`config.mk`:
```
export PLATFORM = sky130hd
export DESIGN_NAME = otter_mem_arbiter
export DESIGN_NICKNAME = d
export VERILOG_FILES = /design/src/rtl/otter_arb_pkg.sv /design/src/rtl/otter_arb_pick.sv /design/src/rtl/otter_mem_arbiter.sv
export SDC_FILE = /design/constraint.sdc
export NUM_CORES = 1
export LEC_CHECK = 0
export CORE_ASPECT_RATIO = 0.75
export CORE_MARGIN = 2
export CORE_UTILIZATION = 34
export DETAILED_ROUTE_END_ITERATION = 10
export PLACE_DENSITY = 0.73
export SETUP_SLACK_MARGIN = 0.1
export SLEW_MARGIN = 10
export SYNTH_ARGS = -nofsm -noshare
export SYNTH_HDL_FRONTEND = slang
export SYNTH_SLANG_ARGS = --single-unit
```
`constraint.sdc`:
```
create_clock -name CLK -period 1.45 [get_ports CLK]
set_input_delay 0.29 -clock CLK [delete_from_list [all_inputs] [get_ports CLK]]
set_output_delay 0.29 -clock CLK [all_outputs]
set_load 0.005 [all_outputs]
```
`src/rtl/otter_arb_pkg.sv`:
```
// Shared types and constants for the OTTER memory-bus arbiter.
package otter_arb_pkg;

    localparam int unsigned SIZE_W = 2;

    typedef enum logic [1:0] {
        ARB_IDLE = 2'd0,
        ARB_IF   = 2'd1,
        ARB_D    = 2'd2
    } arb_state_t;

    typedef enum logic {
        OWN_IF = 1'b0,
        OWN_D  = 1'b1
    } arb_owner_t;

    localparam logic [SIZE_W-1:0] SZ_BYTE = 2'd0;
    localparam logic [SIZE_W-1:0] SZ_HALF = 2'd1;
    localparam logic [SIZE_W-1:0] SZ_WORD = 2'd2;

    // Busy state that serves a given owner.
    function automatic arb_state_t owner_state(input arb_owner_t own);
        return (own == OWN_D) ? ARB_D : ARB_IF;
    endfunction

endpackage

```
`src/rtl/otter_arb_pick.sv`:
```
// Owner selection between fetch and data ports.
// OTTER_ARB_FAIR_EN selects alternating priority; otherwise data has fixed priority.
module otter_arb_pick
    import otter_arb_pkg::*;
(
    input  logic       i_if_req,
    input  logic       i_d_req,
    input  arb_owner_t i_last_own,
    output logic       o_vld,
    output arb_owner_t o_own
);

`ifdef OTTER_ARB_FAIR_EN
    always_comb begin
        o_vld = i_if_req | i_d_req;
        o_own = OWN_IF;
        // On contention the port that did not win last time goes next.
        if (i_if_req && i_d_req) begin
            o_own = (i_last_own == OWN_IF) ? OWN_D : OWN_IF;
        end else if (i_d_req) begin
            o_own = OWN_D;
        end
    end
`else
    logic w_unused_last;
    assign w_unused_last = 1'(i_last_own);

    always_comb begin
        o_vld = i_if_req | i_d_req;
        o_own = OWN_IF;
        if (i_d_req) begin
            o_own = OWN_D;
        end
    end
`endif

endmodule

```
`src/rtl/otter_mem_arbiter.sv`:
```
// Single-outstanding arbiter sharing the OTTER memory bus between fetch and data ports.
// Priority scheme chosen by OTTER_ARB_FAIR_EN (see otter_arb_pick).
module otter_mem_arbiter
    import otter_arb_pkg::*;
#(
    parameter int unsigned ADDR_W = 32,
    parameter int unsigned DATA_W = 32
) (
    input  logic              CLK,
    input  logic              RST,
    input  logic              if_req,
    input  logic [ADDR_W-1:0] if_addr,
    output logic              if_gnt,
    output logic              if_rvalid,
    output logic [DATA_W-1:0] if_rdata,
    input  logic              d_req,
    input  logic              d_we,
    input  logic [ADDR_W-1:0] d_addr,
    input  logic [DATA_W-1:0] d_wdata,
    input  logic [SIZE_W-1:0] d_size,
    output logic              d_gnt,
    output logic              d_rvalid,
    output logic [DATA_W-1:0] d_rdata,
    output logic              mem_req,
    output logic              mem_we,
    output logic [ADDR_W-1:0] mem_addr,
    output logic [DATA_W-1:0] mem_wdata,
    output logic [SIZE_W-1:0] mem_size,
    input  logic              mem_ack,
    input  logic [DATA_W-1:0] mem_rdata
);

    arb_state_t        r_state;
    arb_state_t        w_state_nxt;
    arb_owner_t        r_last_own;
    arb_owner_t        w_pick_own;
    logic              w_pick_vld;
    logic              w_grant;
    logic              w_done;

    logic              r_mem_req;
    logic              r_mem_we;
    logic [ADDR_W-1:0] r_mem_addr;
    logic [DATA_W-1:0] r_mem_wdata;
    logic [SIZE_W-1:0] r_mem_size;
    logic              r_if_rvalid;
    logic [DATA_W-1:0] r_if_rdata;
    logic              r_d_rvalid;
    logic [DATA_W-1:0] r_d_rdata;

    otter_arb_pick u_pick (
        .i_if_req   (if_req),
        .i_d_req    (d_req),
        .i_last_own (r_last_own),
        .o_vld      (w_pick_vld),
        .o_own      (w_pick_own)
    );

    // Grants come only from state and requests, never from mem_ack.
    always_comb begin
        w_state_nxt = r_state;
        if_gnt      = 1'b0;
        d_gnt       = 1'b0;
        case (r_state)
            ARB_IDLE: begin
                if (w_pick_vld) begin
                    w_state_nxt = owner_state(w_pick_own);
                    if_gnt      = (w_pick_own == OWN_IF);
                    d_gnt       = (w_pick_own == OWN_D);
                end
            end
            ARB_IF, ARB_D: begin
                if (mem_ack) begin
                    w_state_nxt = ARB_IDLE;
                end
            end
            default: w_state_nxt = ARB_IDLE;
        endcase
    end

    always_ff @(posedge CLK) begin
        if (RST) begin
            r_state <= ARB_IDLE;
        end else begin
            r_state <= w_state_nxt;
        end
    end

    assign w_grant = if_gnt | d_gnt;
    assign w_done  = (r_state != ARB_IDLE) && mem_ack;

    // Bus request fields, response capture and last-owner tracking.
    always_ff @(posedge CLK) begin
        if (RST) begin
            r_mem_req   <= 1'b0;
            r_mem_we    <= 1'b0;
            r_mem_addr  <= '0;
            r_mem_wdata <= '0;
            r_mem_size  <= SZ_BYTE;
            r_if_rvalid <= 1'b0;
            r_if_rdata  <= '0;
            r_d_rvalid  <= 1'b0;
            r_d_rdata   <= '0;
            r_last_own  <= OWN_IF;
        end else begin
            r_if_rvalid <= 1'b0;
            r_d_rvalid  <= 1'b0;
            if (w_grant) begin
                r_mem_req  <= 1'b1;
                r_last_own <= w_pick_own;
                if (w_pick_own == OWN_D) begin
                    r_mem_we    <= d_we;
                    r_mem_addr  <= d_addr;
                    r_mem_wdata <= d_wdata;
                    r_mem_size  <= d_size;
                end else begin
                    r_mem_we    <= 1'b0;
                    r_mem_addr  <= if_addr;
                    r_mem_wdata <= '0;
                    r_mem_size  <= SZ_WORD;
                end
            end
            if (w_done) begin
                r_mem_req <= 1'b0;
                if (r_state == ARB_IF) begin
                    r_if_rvalid <= 1'b1;
                    r_if_rdata  <= mem_rdata;
                end else begin
                    // Stores return zero so the pipeline never sees stale bus data.
                    r_d_rvalid <= 1'b1;
                    r_d_rdata  <= r_mem_we ? '0 : mem_rdata;
                end
            end
        end
    end

    assign mem_req   = r_mem_req;
    assign mem_we    = r_mem_we;
    assign mem_addr  = r_mem_addr;
    assign mem_wdata = r_mem_wdata;
    assign mem_size  = r_mem_size;
    assign if_rvalid = r_if_rvalid;
    assign if_rdata  = r_if_rdata;
    assign d_rvalid  = r_d_rvalid;
    assign d_rdata   = r_d_rdata;

endmodule

```
# After elaboration in Yosys (flattened, before gate mapping)
# Index checks and enable logic that the tools add are counted.
# op_classes
eq_ne	4
n_mux	16
n_bitwise	5
reduce_logical	9
# ops
op	count
32-bit two-way mux	3
1-bit two-way mux	8
2-bit two-way mux	4
2-bit AND reduction	3
2-bit OR reduction	3
2-bit one-hot mux with 2 select lines	1
1-bit NOT	3
2-bit by 1-bit == test with 1-bit output (second input constant)	1
2-bit == test (second input constant)	1
2-bit logical NOT	1
2-bit by 1-bit inequality test with 1-bit output (second input constant)	1
2-bit inequality test (second input constant)	1
1-bit OR	2
2-bit nonzero test	1
1-bit logical AND	1
# totals
regBits	136
input_bits	136
wordCells	44

# Logic depth before layout (Yosys ltp)
# logic_depth
depth_word	5
depth_mapped	7
ltp_nobuf	5

# Cells and area by module
# From an unflattened synthesis, not the netlist that was laid out.
# unflattened
hier_cells	545
hier_area_um2	5036.1
# modules_own_cells
mod	instances	cells_each	area_each_um2
otter_mem_arbiter	1	543	5022.3
otter_arb_pick	1	2	13.8

# Least setup slack after synthesis
# No wires, ideal clock.
# synth_timing
kind	register to register
startpoint	reg r_state[0]
endpoint	reg r_d_rdata[10] (netlist: d_rdata[10])
setup_time_ns	0.117
arrival_ns	1.359
required_time_ns	1.333
setup_slack_ns	-0.026
path_stages_with_launch	7
n_path_buf	1
period_less_slack_ns	1.476
cell_sequence	dfxtp_1 -> inv_1 -> ha_1 -> nand2b_4 -> o21ba_2 -> buf_2 -> a22o_1
# synth_between
elab_chain_len	3
word_cells_on_any_way	5
# synth_lines
element	line_no	rtl
from (decl)	otter_mem_arbiter.sv:33	arb_state_t r_state;
from (signal assigned)	otter_mem_arbiter.sv:85	r_state <= w_state_nxt;
2-bit by 1-bit == test with 1-bit output or 2-bit nonzero test (tied branches)	otter_mem_arbiter.sv:125, otter_mem_arbiter.sv:90	
1-bit NOT (no line) or 1-bit logical AND (tied branches)	--	
2-bit AND reduction (no line) (*)	--	
to (signal assigned)	otter_mem_arbiter.sv:131	r_d_rdata <= r_mem_we ? '0 : mem_rdata;
to (decl)	otter_mem_arbiter.sv:49	logic [DATA_W-1:0] r_d_rdata;
# Mark *: on every way between the ends. The rest lies on a longest branch, timed or not.
# A chain may end at the register's enable or synchronous reset.

# Worst setup path in the final report
# layout_timing
startpoint	reg r_state[0]
endpoint	reg r_if_rdata[20] (netlist: if_rdata[20])
# layout_between
elab_chain_len	3
word_cells_on_any_way	4
# layout_lines
element	line_no	rtl
2-bit nonzero test	otter_mem_arbiter.sv:90	assign w_done = (r_state != ARB_IDLE) && mem_ack;
1-bit logical AND	otter_mem_arbiter.sv:90	
2-bit AND reduction (no line) (*)	--	
to (signal assigned)	otter_mem_arbiter.sv:127	r_if_rdata <= mem_rdata;
to (decl)	otter_mem_arbiter.sv:47	logic [DATA_W-1:0] r_if_rdata;
# Marks and branches as above.

==> metrics <==
status=complete, but fails checks; violated checks=negative setup slack; Crit path top cell by count=buf_6; Netlist cell types=31; vias post-DR=4705; Clock transition at path regs=0.06 ns; vias per inst=5.120; Power Internal=0.008023 W; min-delay src=RST; flops & latches, synth=136; Switching Share=24.59%; Post-synth EDFFs=0; die area=15040 sq um; Tmin final=1.645 ns; Max stage delay cell, worst path=dfxtp_2; Starting Density=34.78%; Global Route Usage Sum=22.86%; dpl ws=-0.3069 ns; vias in the first global route=4801; power share of the combinational group=18.6%; final setup fails=133; Mapped Area=4782 sq um; RSZ-0062 raised after global routing=yes; Reg2Reg Depth=9; Worst Hold Class=input port to flip-flop; FP Rows=37; Slew Limit Fails=0; CTS H-tree lvls=4; mean area per synthesized cell=11.15 sq um; Hold EP=mem_size[1]; Critical Path Start Type=flip-flop; Die Ht=106.7 um; drt first pass iters=4; PwrDens=1139 nW/um^2; worst flop-to-flop path endpoint=if_rdata[20]; Final period util=113.4%; DRC violations left=0; Root Driver=clkbuf_16; required time worst endpoint=1.79 ns; Min-Delay Path Depth=2; Max clock buf depth=2; fmax=608.1 MHz; CP peak stage delay=0.33 ns; part of the power in registers=39.2%; CORE AREA=13750 sq um; Crit Reg-Reg Startpoint=r_state[0]; crit path cell chain=inv_2 -> ha_4 -> buf_6 -> buf_6 -> and3b_2 -> buf_12 -> clkbuf_16 -> nand2_4 -> a21oi_2; Hold Vio Cnt, Final=0; total grt overflow=0; peak supply drop=845.0 uV; clock power share=42.2%; DRT Wirelength=17980 um; Die X=140.9 um; hpwl dp=10970 um; Worst-Margin Slew=0.5531 ns; Synth warnings=0; I/O pins=272; GP Congestion=0.8510; Seq/Total Area, Yosys=56.93%; TritonCTS clock tree=yes; maximum capacitance violations=0; Rel. slew slack=63.12%; CP Capture Type=flip-flop; Total Nets Final=870; total CTS buffers=17; first-pass GRT wire length=26530 um; asr flop ratio synth=0%; top_reg_cell synth=dfxtp_1; CTS sink cnt=136; largest net degree at the start of global routing=35; worst hold slack=0.2977 ns; syn nets=567; 1st-iter DRT viols=165; antenna violations before repair=0; Leak=4.257 nW; share of layout cells above drive strength 1=30.78%; PortBufs=271; Detail Route Antenna Nets=0; P&R area growth vs syn=95.37%; Setup Crit Path Kind=flip-flop to flip-flop; routed len/inst=19.57 um; CP Data Arrival Time=1.98 ns; CP max FO=8; sw power=0.002616 W; Clk Latency, worst-skew pair=0.41 ns; Final Skew=0.008694 ns; Syn Inst Count=429; final worst slack=-0.1945 ns; antenna fix cells=0; worst reg-to-reg setup slack=-0.19 ns
power by group through the flow:
stage	sequential, W	combinational [W]	clock [W]
finish	0.00418	0.00197	0.00449
global route	0.00420	0.00210	0.00473
CTS	0.00416	0.00185	0.00454
detailed placement	0.00421	0.00165	0
global placement	0.00421	0.00162	0
floorplan	0.00422	0.000572	0
synthesized netlist by cell type (all sizes together) (3+ instances only):
master | number | share of area [%]
mux2i | 32 | 6.7
nor2 | 3 | 0.39
a21oi | 35 | 3.7
clkbuf | 4 | 0.31
a22o | 66 | 12
o2bb2ai | 32 | 6.0
dfxtp | 136 | 57
inv | 3 | 0.24
buf | 32 | 4.7
nand2 | 66 | 5.2
how the worst max path moves through the flow:
stage	start	end	slack, ns	depth (start not counted)
after CTS	r_state[0]	d_rdata[12]	-0.18	8
after detailed placement	if_req	if_gnt	-0.31	3
after global placement	if_req	if_gnt	-0.29	3
after floorplan	r_state[1]	d_rdata[10]	0.11	6
final	r_state[0]	if_rdata[20]	-0.19	9
after global routing	r_state[0]	if_rdata[7]	-0.27	9
placed cells by master, fill, tap and decap left out, drive strengths merged:
cell type / synthesis / final
bufinv: 0 / 3
and3: 1 / 1
dlymetal6s2s: 0 / 1
mux2i: 32 / 32
o21ai: 1 / 1
clkinv: 0 / 3
dlygate4sd2: 0 / 113
nor2b: 1 / 1
clkbuf: 4 / 27
nand2b: 2 / 2
nand3: 1 / 1
inv: 3 / 4
clkdlybuf4s50: 0 / 133
a21oi: 35 / 35
or2b: 2 / 2
o21ba: 1 / 2
clkinvlp: 0 / 3
buf: 32 / 48
and3b: 2 / 2
or2: 1 / 1
ha: 2 / 2
dfxtp: 136 / 136
a22o: 66 / 66
nand3b: 1 / 1
nor2: 3 / 4
a21o: 1 / 1
o2bb2ai: 32 / 32
nand2: 66 / 66
clkdlybuf4s15: 0 / 17
nor4: 1 / 1
nor3: 1 / 1
a211oi: 2 / 2
kinds of logic (layout without fill, tap and decap cells):
| kind of cell | Yosys count | after routing | share of synthesized area, % |
|---|---|---|---|
| flip-flops | 136 | 136 | 56.93 |
| AO/OA/AOI/OAI | 138 | 139 | 22.61 |
| AND/OR/NAND/NOR | 82 | 83 | 8.032 |
| buffers and inverters | 39 | 352 | 5.207 |
| adder cells (fa/ha/maj) | 2 | 2 | 0.5232 |
| multiplexers | 32 | 32 | 6.698 |
sequential cells by signal, indices dropped and copies added (netlist names):
name / count
mem_we: 1
r_state: 2
mem_size: 2
d_rvalid: 1
if_rvalid: 1
mem_addr: 32
mem_req: 1
if_rdata: 32
d_rdata: 32
mem_wdata: 32
repair_timing:
item,4_1_cts,5_1_grt
pin swaps,37,67
endpoints found under the setup margin,266,165
gates resized for setup,255,106
hold buffers,0,0
buffers inserted,15,2
gates cloned,12,3
metal layers:
metal | GRT usage (%) | part of all wire (%) | routed length, um
met4 | 7.786 | 2.3 | 406
met5 | 0 | 0 | 0
met3 | 7.995 | 7.4 | 1325
met1 | 27.74 | 41 | 7311
met2 | 38.01 | 50 | 8940
per-stage QoR:
step                utilization (%)  setup TNS, ns  instance area [sq um]  total power (W)  cells
floorplan                         -              0                   4812         0.004797    429
global placement              56.14         -21.23                   7719         0.005829    858
detailed placement            56.14         -26.13                   7719         0.005869    858
CTS                           65.37         -16.95                   8989          0.01055    916
global route                  67.95         -25.31                   9343          0.01103    919
finish                        67.95         -17.12                   9343          0.01064    919
final cells by class:
type	count	area (sq um)
timing repair buffer	318	3282
clock inverter	10	143.9
fill	1019	4407
sequential	136	2760
tap	175	219.0
clock buffer	21	470.5
multi-input combinational	256	2456
inverter	3	11.26
critical path: cells and delay by family, from the launching register on:
kind | cells | cell delay, ns
flip-flops | 1 | 0.33
AND/OR/NAND/NOR | 2 | 0.37
buffers and inverters | 5 | 0.57
adder cells (fa/ha/maj) | 1 | 0.17
AO/OA/AOI/OAI | 1 | 0.13
Note: power is estimated with default switching activity, not from simulation.
